===== src/rtl/bmp_stream_loader.sv =====
// bmp_stream_loader: parses an uncompressed 24/32 bpp BMP byte stream and writes RGB888 pixels
// into a framebuffer. Define BMP_LOADER_CROP_EN to accept oversized images and crop them.
module bmp_stream_loader #(
    parameter int unsigned MAX_WIDTH  = 640,
    parameter int unsigned MAX_HEIGHT = 480,
    parameter int unsigned FB_STRIDE  = 640,
    parameter int unsigned ADDR_WIDTH = 19
) (
    input  logic                  clk,
    input  logic                  rst,
    input  logic                  in_enable,
    input  logic                  in_valid,
    input  logic [7:0]            in_byte,
    output logic                  wr_en,
    output logic [ADDR_WIDTH-1:0] wr_addr,
    output logic [23:0]           wr_data,
    output logic [11:0]           img_width,
    output logic [11:0]           img_height,
    output logic [3:0]            status,
    output logic [2:0]            err_code,
    output logic                  done
);

`ifdef BMP_LOADER_CROP_EN
    localparam int unsigned XW = 32;
    localparam int unsigned YW = 32;
`else
    localparam int unsigned XW = $clog2(MAX_WIDTH + 1);
    localparam int unsigned YW = $clog2(MAX_HEIGHT + 1);
`endif

    localparam logic [ADDR_WIDTH-1:0] STRIDE_A = ADDR_WIDTH'(FB_STRIDE);

    localparam logic [3:0] ST_IDLE = 4'h0;
    localparam logic [3:0] ST_HDR  = 4'h2;
    localparam logic [3:0] ST_LOAD = 4'h3;
    localparam logic [3:0] ST_DONE = 4'h4;
    localparam logic [3:0] ST_ERR  = 4'hE;

    localparam logic [2:0] ERR_MAGIC  = 3'd1;
    localparam logic [2:0] ERR_BPP    = 3'd2;
    localparam logic [2:0] ERR_COMP   = 3'd3;
    localparam logic [2:0] ERR_SIZE   = 3'd4;
    localparam logic [2:0] ERR_OFFSET = 3'd5;
    localparam logic [2:0] ERR_LOST   = 3'd6;

    typedef enum logic [2:0] {
        S_IDLE, S_HEADER, S_SKIP, S_PIXEL, S_PAD, S_DONE, S_ERROR
    } state_t;

    state_t                state;
    logic [31:0]           byte_cnt;
    logic [31:0]           offset_r;
    logic [31:0]           width_r;
    logic [31:0]           height_r;
    logic [15:0]           bpp_r;
    logic [23:0]           comp_r;
    logic                  magic_ok;
    logic                  bpp32;
    logic                  topdown;
    logic [1:0]            pad_len;
    logic [1:0]            pad_cnt;
    logic [1:0]            phase;
    logic [XW-1:0]         x_cnt;
    logic [YW-1:0]         row_cnt;
    logic [ADDR_WIDTH-1:0] row_base;
    logic [7:0]            b_r;
    logic [7:0]            g_r;
    logic [7:0]            r_r;
`ifdef BMP_LOADER_CROP_EN
    logic [YW-1:0]         y_img;
`endif

    logic [31:0] h_abs;
    logic [31:0] comp_full;
    logic [1:0]  lane;
    logic        size_bad;
    logic [2:0]  hdr_err;
    logic        pix_last;
    logic [23:0] pix_data;
    logic        row_end;
    logic        last_row;
    logic        wr_ok;

    // All 32-bit header fields start at an index == 2 mod 4, so the byte lane is idx[1:0]^2.
    assign lane      = byte_cnt[1:0] ^ 2'b10;
    assign h_abs     = height_r[31] ? (32'd0 - height_r) : height_r;
    assign comp_full = {in_byte, comp_r};
    assign pix_last  = (phase == 2'd3) || ((phase == 2'd2) && !bpp32);
    assign pix_data  = (phase == 2'd3) ? {r_r, g_r, b_r} : {in_byte, g_r, b_r};
    assign row_end   = (x_cnt == XW'(width_r - 32'd1));
    assign last_row  = (row_cnt == YW'(h_abs - 32'd1));

`ifdef BMP_LOADER_CROP_EN
    assign size_bad = (width_r == 32'd0) || (h_abs == 32'd0);
    assign wr_ok    = (x_cnt < XW'(MAX_WIDTH)) && (y_img < YW'(MAX_HEIGHT));
`else
    assign size_bad = (width_r == 32'd0) || (h_abs == 32'd0) ||
                      (width_r > 32'(MAX_WIDTH)) || (h_abs > 32'(MAX_HEIGHT));
    assign wr_ok    = 1'b1;
`endif

    // Lowest failing header check, evaluated while byte 33 is on the bus.
    always_comb begin
        hdr_err = 3'd0;
        if (!magic_ok)                                       hdr_err = ERR_MAGIC;
        else if ((bpp_r != 16'd24) && (bpp_r != 16'd32))     hdr_err = ERR_BPP;
        else if (comp_full != 32'd0)                         hdr_err = ERR_COMP;
        else if (size_bad)                                   hdr_err = ERR_SIZE;
        else if (offset_r < 32'd54)                          hdr_err = ERR_OFFSET;
    end

    always_ff @(posedge clk or posedge rst) begin
        if (rst) begin
            state      <= S_IDLE;
            byte_cnt   <= '0;
            offset_r   <= '0;
            width_r    <= '0;
            height_r   <= '0;
            bpp_r      <= '0;
            comp_r     <= '0;
            magic_ok   <= 1'b0;
            bpp32      <= 1'b0;
            topdown    <= 1'b0;
            pad_len    <= '0;
            pad_cnt    <= '0;
            phase      <= '0;
            x_cnt      <= '0;
            row_cnt    <= '0;
            row_base   <= '0;
            b_r        <= '0;
            g_r        <= '0;
            r_r        <= '0;
`ifdef BMP_LOADER_CROP_EN
            y_img      <= '0;
`endif
            wr_en      <= 1'b0;
            wr_addr    <= '0;
            wr_data    <= '0;
            img_width  <= '0;
            img_height <= '0;
            status     <= ST_IDLE;
            err_code   <= '0;
            done       <= 1'b0;
        end else begin
            wr_en <= 1'b0;
            unique case (state)
                S_IDLE: begin
                    byte_cnt <= '0;
                    if (in_valid && in_enable) begin
                        byte_cnt <= 32'd1;
                        magic_ok <= (in_byte == 8'h42);
                        offset_r <= '0;
                        width_r  <= '0;
                        height_r <= '0;
                        bpp_r    <= '0;
                        comp_r   <= '0;
                        state    <= S_HEADER;
                        status   <= ST_HDR;
                    end
                end

                S_HEADER, S_SKIP, S_PIXEL, S_PAD: begin
                    if (!in_enable) begin
                        state    <= S_ERROR;
                        status   <= ST_ERR;
                        err_code <= ERR_LOST;
                    end else if (in_valid) begin
                        byte_cnt <= byte_cnt + 32'd1;
                        if (state == S_HEADER) begin
                            if (byte_cnt == 32'd1)
                                magic_ok <= magic_ok && (in_byte == 8'h4D);
                            if ((byte_cnt >= 32'd10) && (byte_cnt <= 32'd13))
                                offset_r[{lane, 3'b000} +: 8] <= in_byte;
                            if ((byte_cnt >= 32'd18) && (byte_cnt <= 32'd21))
                                width_r[{lane, 3'b000} +: 8] <= in_byte;
                            if ((byte_cnt >= 32'd22) && (byte_cnt <= 32'd25))
                                height_r[{lane, 3'b000} +: 8] <= in_byte;
                            if ((byte_cnt >= 32'd28) && (byte_cnt <= 32'd29))
                                bpp_r[{byte_cnt[0], 3'b000} +: 8] <= in_byte;
                            if ((byte_cnt >= 32'd30) && (byte_cnt <= 32'd32))
                                comp_r[{lane, 3'b000} +: 8] <= in_byte;
                            // Start row is resolved long before the first pixel byte.
                            if (byte_cnt == 32'd26) begin
                                img_width  <= width_r[11:0];
                                img_height <= h_abs[11:0];
                                topdown    <= height_r[31];
                                row_base   <= height_r[31] ? '0 :
                                              ADDR_WIDTH'((h_abs - 32'd1) * 32'(FB_STRIDE));
`ifdef BMP_LOADER_CROP_EN
                                y_img      <= height_r[31] ? '0 : YW'(h_abs - 32'd1);
`endif
                            end
                            if (byte_cnt == 32'd33) begin
                                if (hdr_err != 3'd0) begin
                                    state    <= S_ERROR;
                                    status   <= ST_ERR;
                                    err_code <= hdr_err;
                                end else begin
                                    bpp32   <= (bpp_r == 16'd32);
                                    pad_len <= (bpp_r == 16'd32) ? 2'd0 : width_r[1:0];
                                end
                            end
                            if (byte_cnt == 32'd34) begin
                                state   <= S_SKIP;
                                x_cnt   <= '0;
                                row_cnt <= '0;
                                phase   <= '0;
                            end
                        end else if (state == S_SKIP) begin
                            if (byte_cnt == offset_r - 32'd1) begin
                                state  <= S_PIXEL;
                                status <= ST_LOAD;
                            end
                        end else if (state == S_PAD) begin
                            if (pad_cnt == pad_len - 2'd1)
                                state <= S_PIXEL;
                            else
                                pad_cnt <= pad_cnt + 2'd1;
                        end else if (pix_last) begin
                            phase   <= '0;
                            wr_en   <= wr_ok;
                            wr_data <= pix_data;
                            wr_addr <= row_base + ADDR_WIDTH'(x_cnt);
                            if (row_end) begin
                                x_cnt    <= '0;
                                row_cnt  <= row_cnt + YW'(1);
                                row_base <= topdown ? (row_base + STRIDE_A) : (row_base - STRIDE_A);
`ifdef BMP_LOADER_CROP_EN
                                y_img    <= topdown ? (y_img + YW'(1)) : (y_img - YW'(1));
`endif
                                if (last_row) begin
                                    state  <= S_DONE;
                                    status <= ST_DONE;
                                    done   <= 1'b1;
                                end else if (pad_len != 2'd0) begin
                                    state   <= S_PAD;
                                    pad_cnt <= '0;
                                end
                            end else begin
                                x_cnt <= x_cnt + XW'(1);
                            end
                        end else begin
                            phase <= phase + 2'd1;
                            case (phase)
                                2'd0:    b_r <= in_byte;
                                2'd1:    g_r <= in_byte;
                                default: r_r <= in_byte;
                            endcase
                        end
                    end
                end

                default: begin
                    // DONE and ERROR hold until reset.
                end
            endcase
        end
    end

endmodule


===== config.mk =====
export PLATFORM = sky130hd
export DESIGN_NAME = bmp_stream_loader
export DESIGN_NICKNAME = d
export VERILOG_FILES = /design/src/rtl/bmp_stream_loader.sv
export SDC_FILE = /design/constraint.sdc
export NUM_CORES = 1
export LEC_CHECK = 0
export ABC_AREA = 1
export CORE_MARGIN = 2
export CORE_UTILIZATION = 70
export DETAILED_ROUTE_END_ITERATION = 10
export DONT_BUFFER_PORTS = 1
export PLACE_DENSITY = 0.86
export SETUP_SLACK_MARGIN = 0.05
export SYNTH_ARGS = -nofsm -noshare
export SYNTH_HDL_FRONTEND = slang
export SYNTH_SLANG_ARGS = --single-unit
export TNS_END_PERCENT = 100

===== constraint.sdc =====
create_clock -name clk -period 14.22 [get_ports clk]
set_input_delay 0.711 -clock clk [delete_from_list [all_inputs] [get_ports clk]]
set_output_delay 0.711 -clock clk [all_outputs]
set_load 0.02 [all_outputs]

# ---- After elaboration in Yosys (flattened, before gate mapping)
# Cells that the tools add are included.
dict set report op_classes {
  n_addsub 15
  mul 1
  magnitude_cmp 13
  n_eq_ne 54
  n_shift 6
  n_mux 123
  n_bitwise 7
  n_reduce_logical 51
}
# op count
set op_table {}
lappend op_table {{$mux 32} 16}
lappend op_table {{$pmux 32 s2} 4}
lappend op_table {{$mux 19} 8}
lappend op_table {{$mux 24} 6}
lappend op_table {{$ge 32x5->1 const B} 4}
lappend op_table {{$bwmux 32} 3}
lappend op_table {{$le 32x5->1 const B} 3}
lappend op_table {{$mux 16} 5}
lappend op_table {{$mux 3} 25}
lappend op_table {{$eq 32x6->1 const B} 2}
lappend op_table {{$logic_not 32->1} 2}
lappend op_table {{$sub 32x1->32 const B} 2}
lappend op_table {{$mux 10} 6}
lappend op_table {{$mux 9} 6}
lappend op_table {{$mux 4} 12}
lappend op_table {{$pmux 24 s2} 1}
lappend op_table {{$reduce_and 6->1} 8}
lappend op_table {{$reduce_and 8->1} 5}
lappend op_table {{$ne 5x5->1 const B} 7}
lappend op_table {{$add 32x1->32 const B} 1}
lappend op_table {{$eq 32x1->1 const B} 1}
lappend op_table {{$eq 32x32->1} 1}
lappend op_table {{$eq 32x5->1 const B} 1}
lappend op_table {{$ge 32x4->1 const B} 1}
lappend op_table {{other kinds (65)} 140}
dict set report word_totals {
  ff_bits 318
  inputBits 12
  output_inout_bits 76
  elab_cells 297
}

# ---- Depth between registers and ports, before layout
dict set report logic_depth {
  word_depth 18
  mapped_depth 24
  depth_no_buf 24
}

# ---- Worst setup path after synthesis
# OpenSTA, ideal clock, no wires.
dict set report synth_path {
  kind {register to register}
  from {reg height_r[0]}
  to {reg row_base[17]}
  setup_ns 0.087
  arrival_ns 3.335
  t_required_ns 14.133
  setup_slack_ns 10.798
  path_stages_with_launch 25
  path_buffers 0
  synth_period_minus_slack_ns 3.422
  cell_sequence {dfrtp_1 -> inv_2 -> ha_1 -> nand2_1 -> nand2_1 -> nor2_2 -> inv_2 -> nor2_2 -> nand3_1 -> nand2_1 -> nand2_1 -> ha_1 -> ha_1 -> a21oi_1 -> nand2_1 -> nand2_1 -> inv_1 -> or2_2 -> a21oi_1 -> nor2_1 -> o21ai_0 -> nand2_1 -> a21oi_1 -> a21oi_1 -> a22oi_1}
}
dict set report synth_via {
  elab_chain_cells 7
}
# item line_no
set synth_lines {}
lappend synth_lines {{start: declaration} 55} ;# logic [31:0] height_r;
lappend synth_lines {{start signal: indexed assignment} 178} ;# height_r[{lane, 3'b000} +: 8] <= in_byte;
lappend synth_lines {{$sub 1x32->32} 87} ;# assign h_abs = height_r[31] ? (32'd0 - height_r) : height_r;
lappend synth_lines {{$mux 32 (*)} 87}
lappend synth_lines {{$sub 32x1->32 (*)} 189} ;# ADDR_WIDTH'((h_abs - 32'd1) * 32'(FB_STRIDE));
lappend synth_lines {{$mul 32x3->12 (*)} 189}
lappend synth_lines {{$mux 19 (*)} 188} ;# row_base <= height_r[31] ? '0 :
lappend synth_lines {{$mux 19 (*)} 184} ;# if (byte_cnt == 32'd26) begin
lappend synth_lines {{$mux 19 (*)} 170} ;# if (state == S_HEADER) begin
lappend synth_lines {{end signal: assignment} 188}
lappend synth_lines {{end signal: assignment} 228} ;# row_base <= topdown ? (row_base + STRIDE_A) : (row_base - STRIDE_A);
lappend synth_lines {{end: declaration} 66} ;# logic [ADDR_WIDTH-1:0] row_base;
# Every way passes the cells marked *; elsewhere a longest branch is shown, timed or not. The select of a mux whose other input is x is not followed.
# A chain may end at the register's enable or synchronous reset.

# ---- Worst setup path after layout
# Ends and elaborated chain as after synthesis.

==> flow_summary.toml <==
[timing]
setup_ws_ns = 10.28
slew_headroom = 0.169
period_share = 0.277
worstMarginPinSlew_ns = 1.24
slew_violations = 0
hold_viol = 0
fmax_mhz = 254
post-route-min-period_ns = 3.94
setup_viol = 0
tns_ns = 0
finalClockSkew_ns = 0.0286
timing.hold.ws_ns = 0.0735
rsz0062_at_grt = "no"

[worst_setup_path]
critPathKind = "register to register"
slowest_stage = "dfrtp_1"
critPathMaxFanout = 8
start_kind = "register"
endpoint_kind = "register"
ff2ff_path_depth = 24
crit_arrival_ns = 4.38
cp_common_cell = "nand2_1"
cp_cell_sequence = "inv_2, ha_1, nand2_1, nand2_1, nand2_1, nand2_2, nand2_1, nor2_1, nand2_1, nand2_1, ha_1, ha_1, a21oi_1, nand2_1, nand2_1, inv_1, or2_2, a21oi_1, nor2_1, o21ai_0, nand2_1, a21oi_1, a21oi_1, a22oi_1"
cp.required_ns = 14.65
crit_path_max_incr_delay_ns = 0.47

[pwr]
powerDensity_nw_per_um2 = 240
vdd_drop_max_mv = 0.186
power_leakage_nw = 9.80

[run_status]
outcome = "finished, final reports clean"

[yosys]
ys.warnings.count = 0
synth.avg_cell_area_sq_um = 7.53
postSynthRegisterBits = 311
synthFlopType = "dfrtp_1"
yosys-top-cells-count = "nand2_1 (671), dfrtp_1 (311), nor2_1 (265), inv_1 (244), o21ai_0 (213)"
ys_top_cells_by_area = "dfrtp_1 (42%), nand2_1 (14%), o21ai_0 (5.8%)"
yosysMostFrequentCell = "nand2_1"
yosysSeqAreaShare = 0.424
synth_top_area_frac = 0.424
synth-edff-count = 0
syn-cell-area_sq_um = 18400
mappedNetlistNets = 2499
synthCells = 2438
postSynth.asyncResetShare = 1.00
netlist.top_cell.by_area = "dfrtp_1"
synth_cell_type_count = 62

[die]
ioPinCount = 88
die_area_sq_um = 27500
std_cell_rows = 59
fp.dieH_microns = 166
start_util = 0.709
fp.coreArea_sq_um = 25900
die_w_microns = 166

[clocking]
cts_max_path_buffers = 3
cts_sinks = 311
cts_root_buf = "clkbuf_16"
postCtsHoldBufs = 0
cts_tree = "built"
clk_pin_slew_ns = 0.06
cts_max_level = 2
ctsResizeCount = 0
post_cts_buffers = 0
clk_latency_ns = 0.54
cts_buffers = 35

[global_route]
grt_max_degree = 91
grt_pass1_vias = 16200
grt_usage = 0.368
grt_first_pass_wirelength_mm = 82.5
antenna_found_initial = 0
overflow = 0

[drt]
wl_mm = 51.0
viasPerCell = 6.05
drc = 0
ant_nets = 0
wl_per_cell_microns = 18.3
drt_iter0_drc = 1742
dr.pass1.iters = 8
vias = 16800

[cells_and_area]
num_antenna_cells = 0
fillers = 1928
nets = 2484
drive_above_1_share = 0.0785
syn2layout_area_growth_pct = 7.72

[min_path]
min_path_type = "input port to asynchronous set/reset pin"

[placed_design]
place_hpwl_mm = 37.8
place_congestion = 0.971
pre_cts_slack_ns = 10.35
portBuffers = 0

[job]
maxCapViolCount = 0
-- per-stage QoR --
stage	utilization	area, sq um	cells	power, mW
CTS	0.763	19800	2782	4.70
finish	0.763	19800	2782	4.74
global route	0.763	19800	2782	5.12
global placement	0.717	18600	2721	3.66
detailed placement	0.717	18600	2721	3.72
floorplan	-	18400	2438	3.15
-- placed cells by master (no fill, tap or decap), types with 5 or more instances in the layout --
master and instances:
o31ai_1 7, bufinv_16 6, or2_2 8, nand4_1 35
a21oi_1 68, nor4_1 26, nor2_4 9, clkbuf_1 9
buf_4 5, a31oi_1 6, clkbuf_16 35, nand3_1 150
nand2_2 8, dfrtp_1 311, o21ai_0 213, nor2_1 265
mux2_2 46, nand2_1 671, nand3_2 6, nor2_2 24
ha_1 47, inv_1 243, xor2_1 55, inv_2 15
nor3_1 52, o22ai_1 8, o21ai_1 23, xnor2_1 18
nand3b_1 5
-- cell type report --
class                           instances  area (sq um)  share of cell area
Clock buffer                           47           951              0.0481
Sequential cell                       311          7780               0.393
Clock inverter                         14           248              0.0125
Inverter                              262           996              0.0504
Tap cell                              335           419              0.0212
Multi-Input combinational cell       1808          9340               0.472
Timing Repair Buffer                    5          37.5             0.00190
-- cell families after synthesis --
logic type                 Yosys count  synth area share
DFF                                311             0.424
buffers and inverters              319            0.0677
and+or+nand+nor                   1279             0.303
xor gates and xnor gates            74            0.0360
adders and majority gates           49            0.0342
AOI/OAI and AO/OA                  354             0.104
muxes                               52            0.0317
-- final timing paths --
| kind | startpoint | end | slack, ns |
|---|---|---|---|
| max | height_r[0] | row_base[17] | 10.28 |
| min | rst | height_r[27] | 0.07 |
| max reg2reg | height_r[0] | row_base[17] | 10.28 |
| min reg2reg | g_r[7] | wr_data[15] | 0.48 |
| max in group asynchronous | rst | byte_cnt[5] | 11.91 |
| min in group clk | in_byte[6] | magic_ok | 0.33 |
-- where the power goes --
part	total [mW]	switching (mW)	internal [mW]
clock	0.953	0.372	0.581
sequential	1.43	0.296	1.13
combinational	2.37	1.58	0.788
-- critical path: cells and delay by family (launching register included) --
family / cells / cell delay [ns]
DFF: 1 / 0.47
adders and majority gates: 3 / 0.86
buffers and inverters: 2 / 0.25
AOI/OAI and AO/OA: 6 / 0.88
and+or+nand+nor: 13 / 1.37
-- routing by layer --
| metal | global-route usage | vias up | share of wire |
|---|---|---|---|
| met4 | 0.165 | 0 | 0.049 |
| met5 | 0.00696 | - | 0 |
| met2 | 0.621 | 788 | 0.48 |
| li1 | - | 7938 | - |
| met3 | 0.0629 | 189 | 0.079 |
| met1 | 0.467 | 7914 | 0.39 |
-- registers in the layout (all words and copies together) (netlist names), 8 cells and up --
signal,flops
wr_data,24
row_cnt,9
comp_r,24
width_r,32
height_r,32
byte_cnt,32
row_base,12
x_cnt,10
offset_r,32
r_r,8
g_r,8
bpp_r,16
b_r,8
img_height,12
wr_addr,19
img_width,12
(Power assumes the default switching activity.)
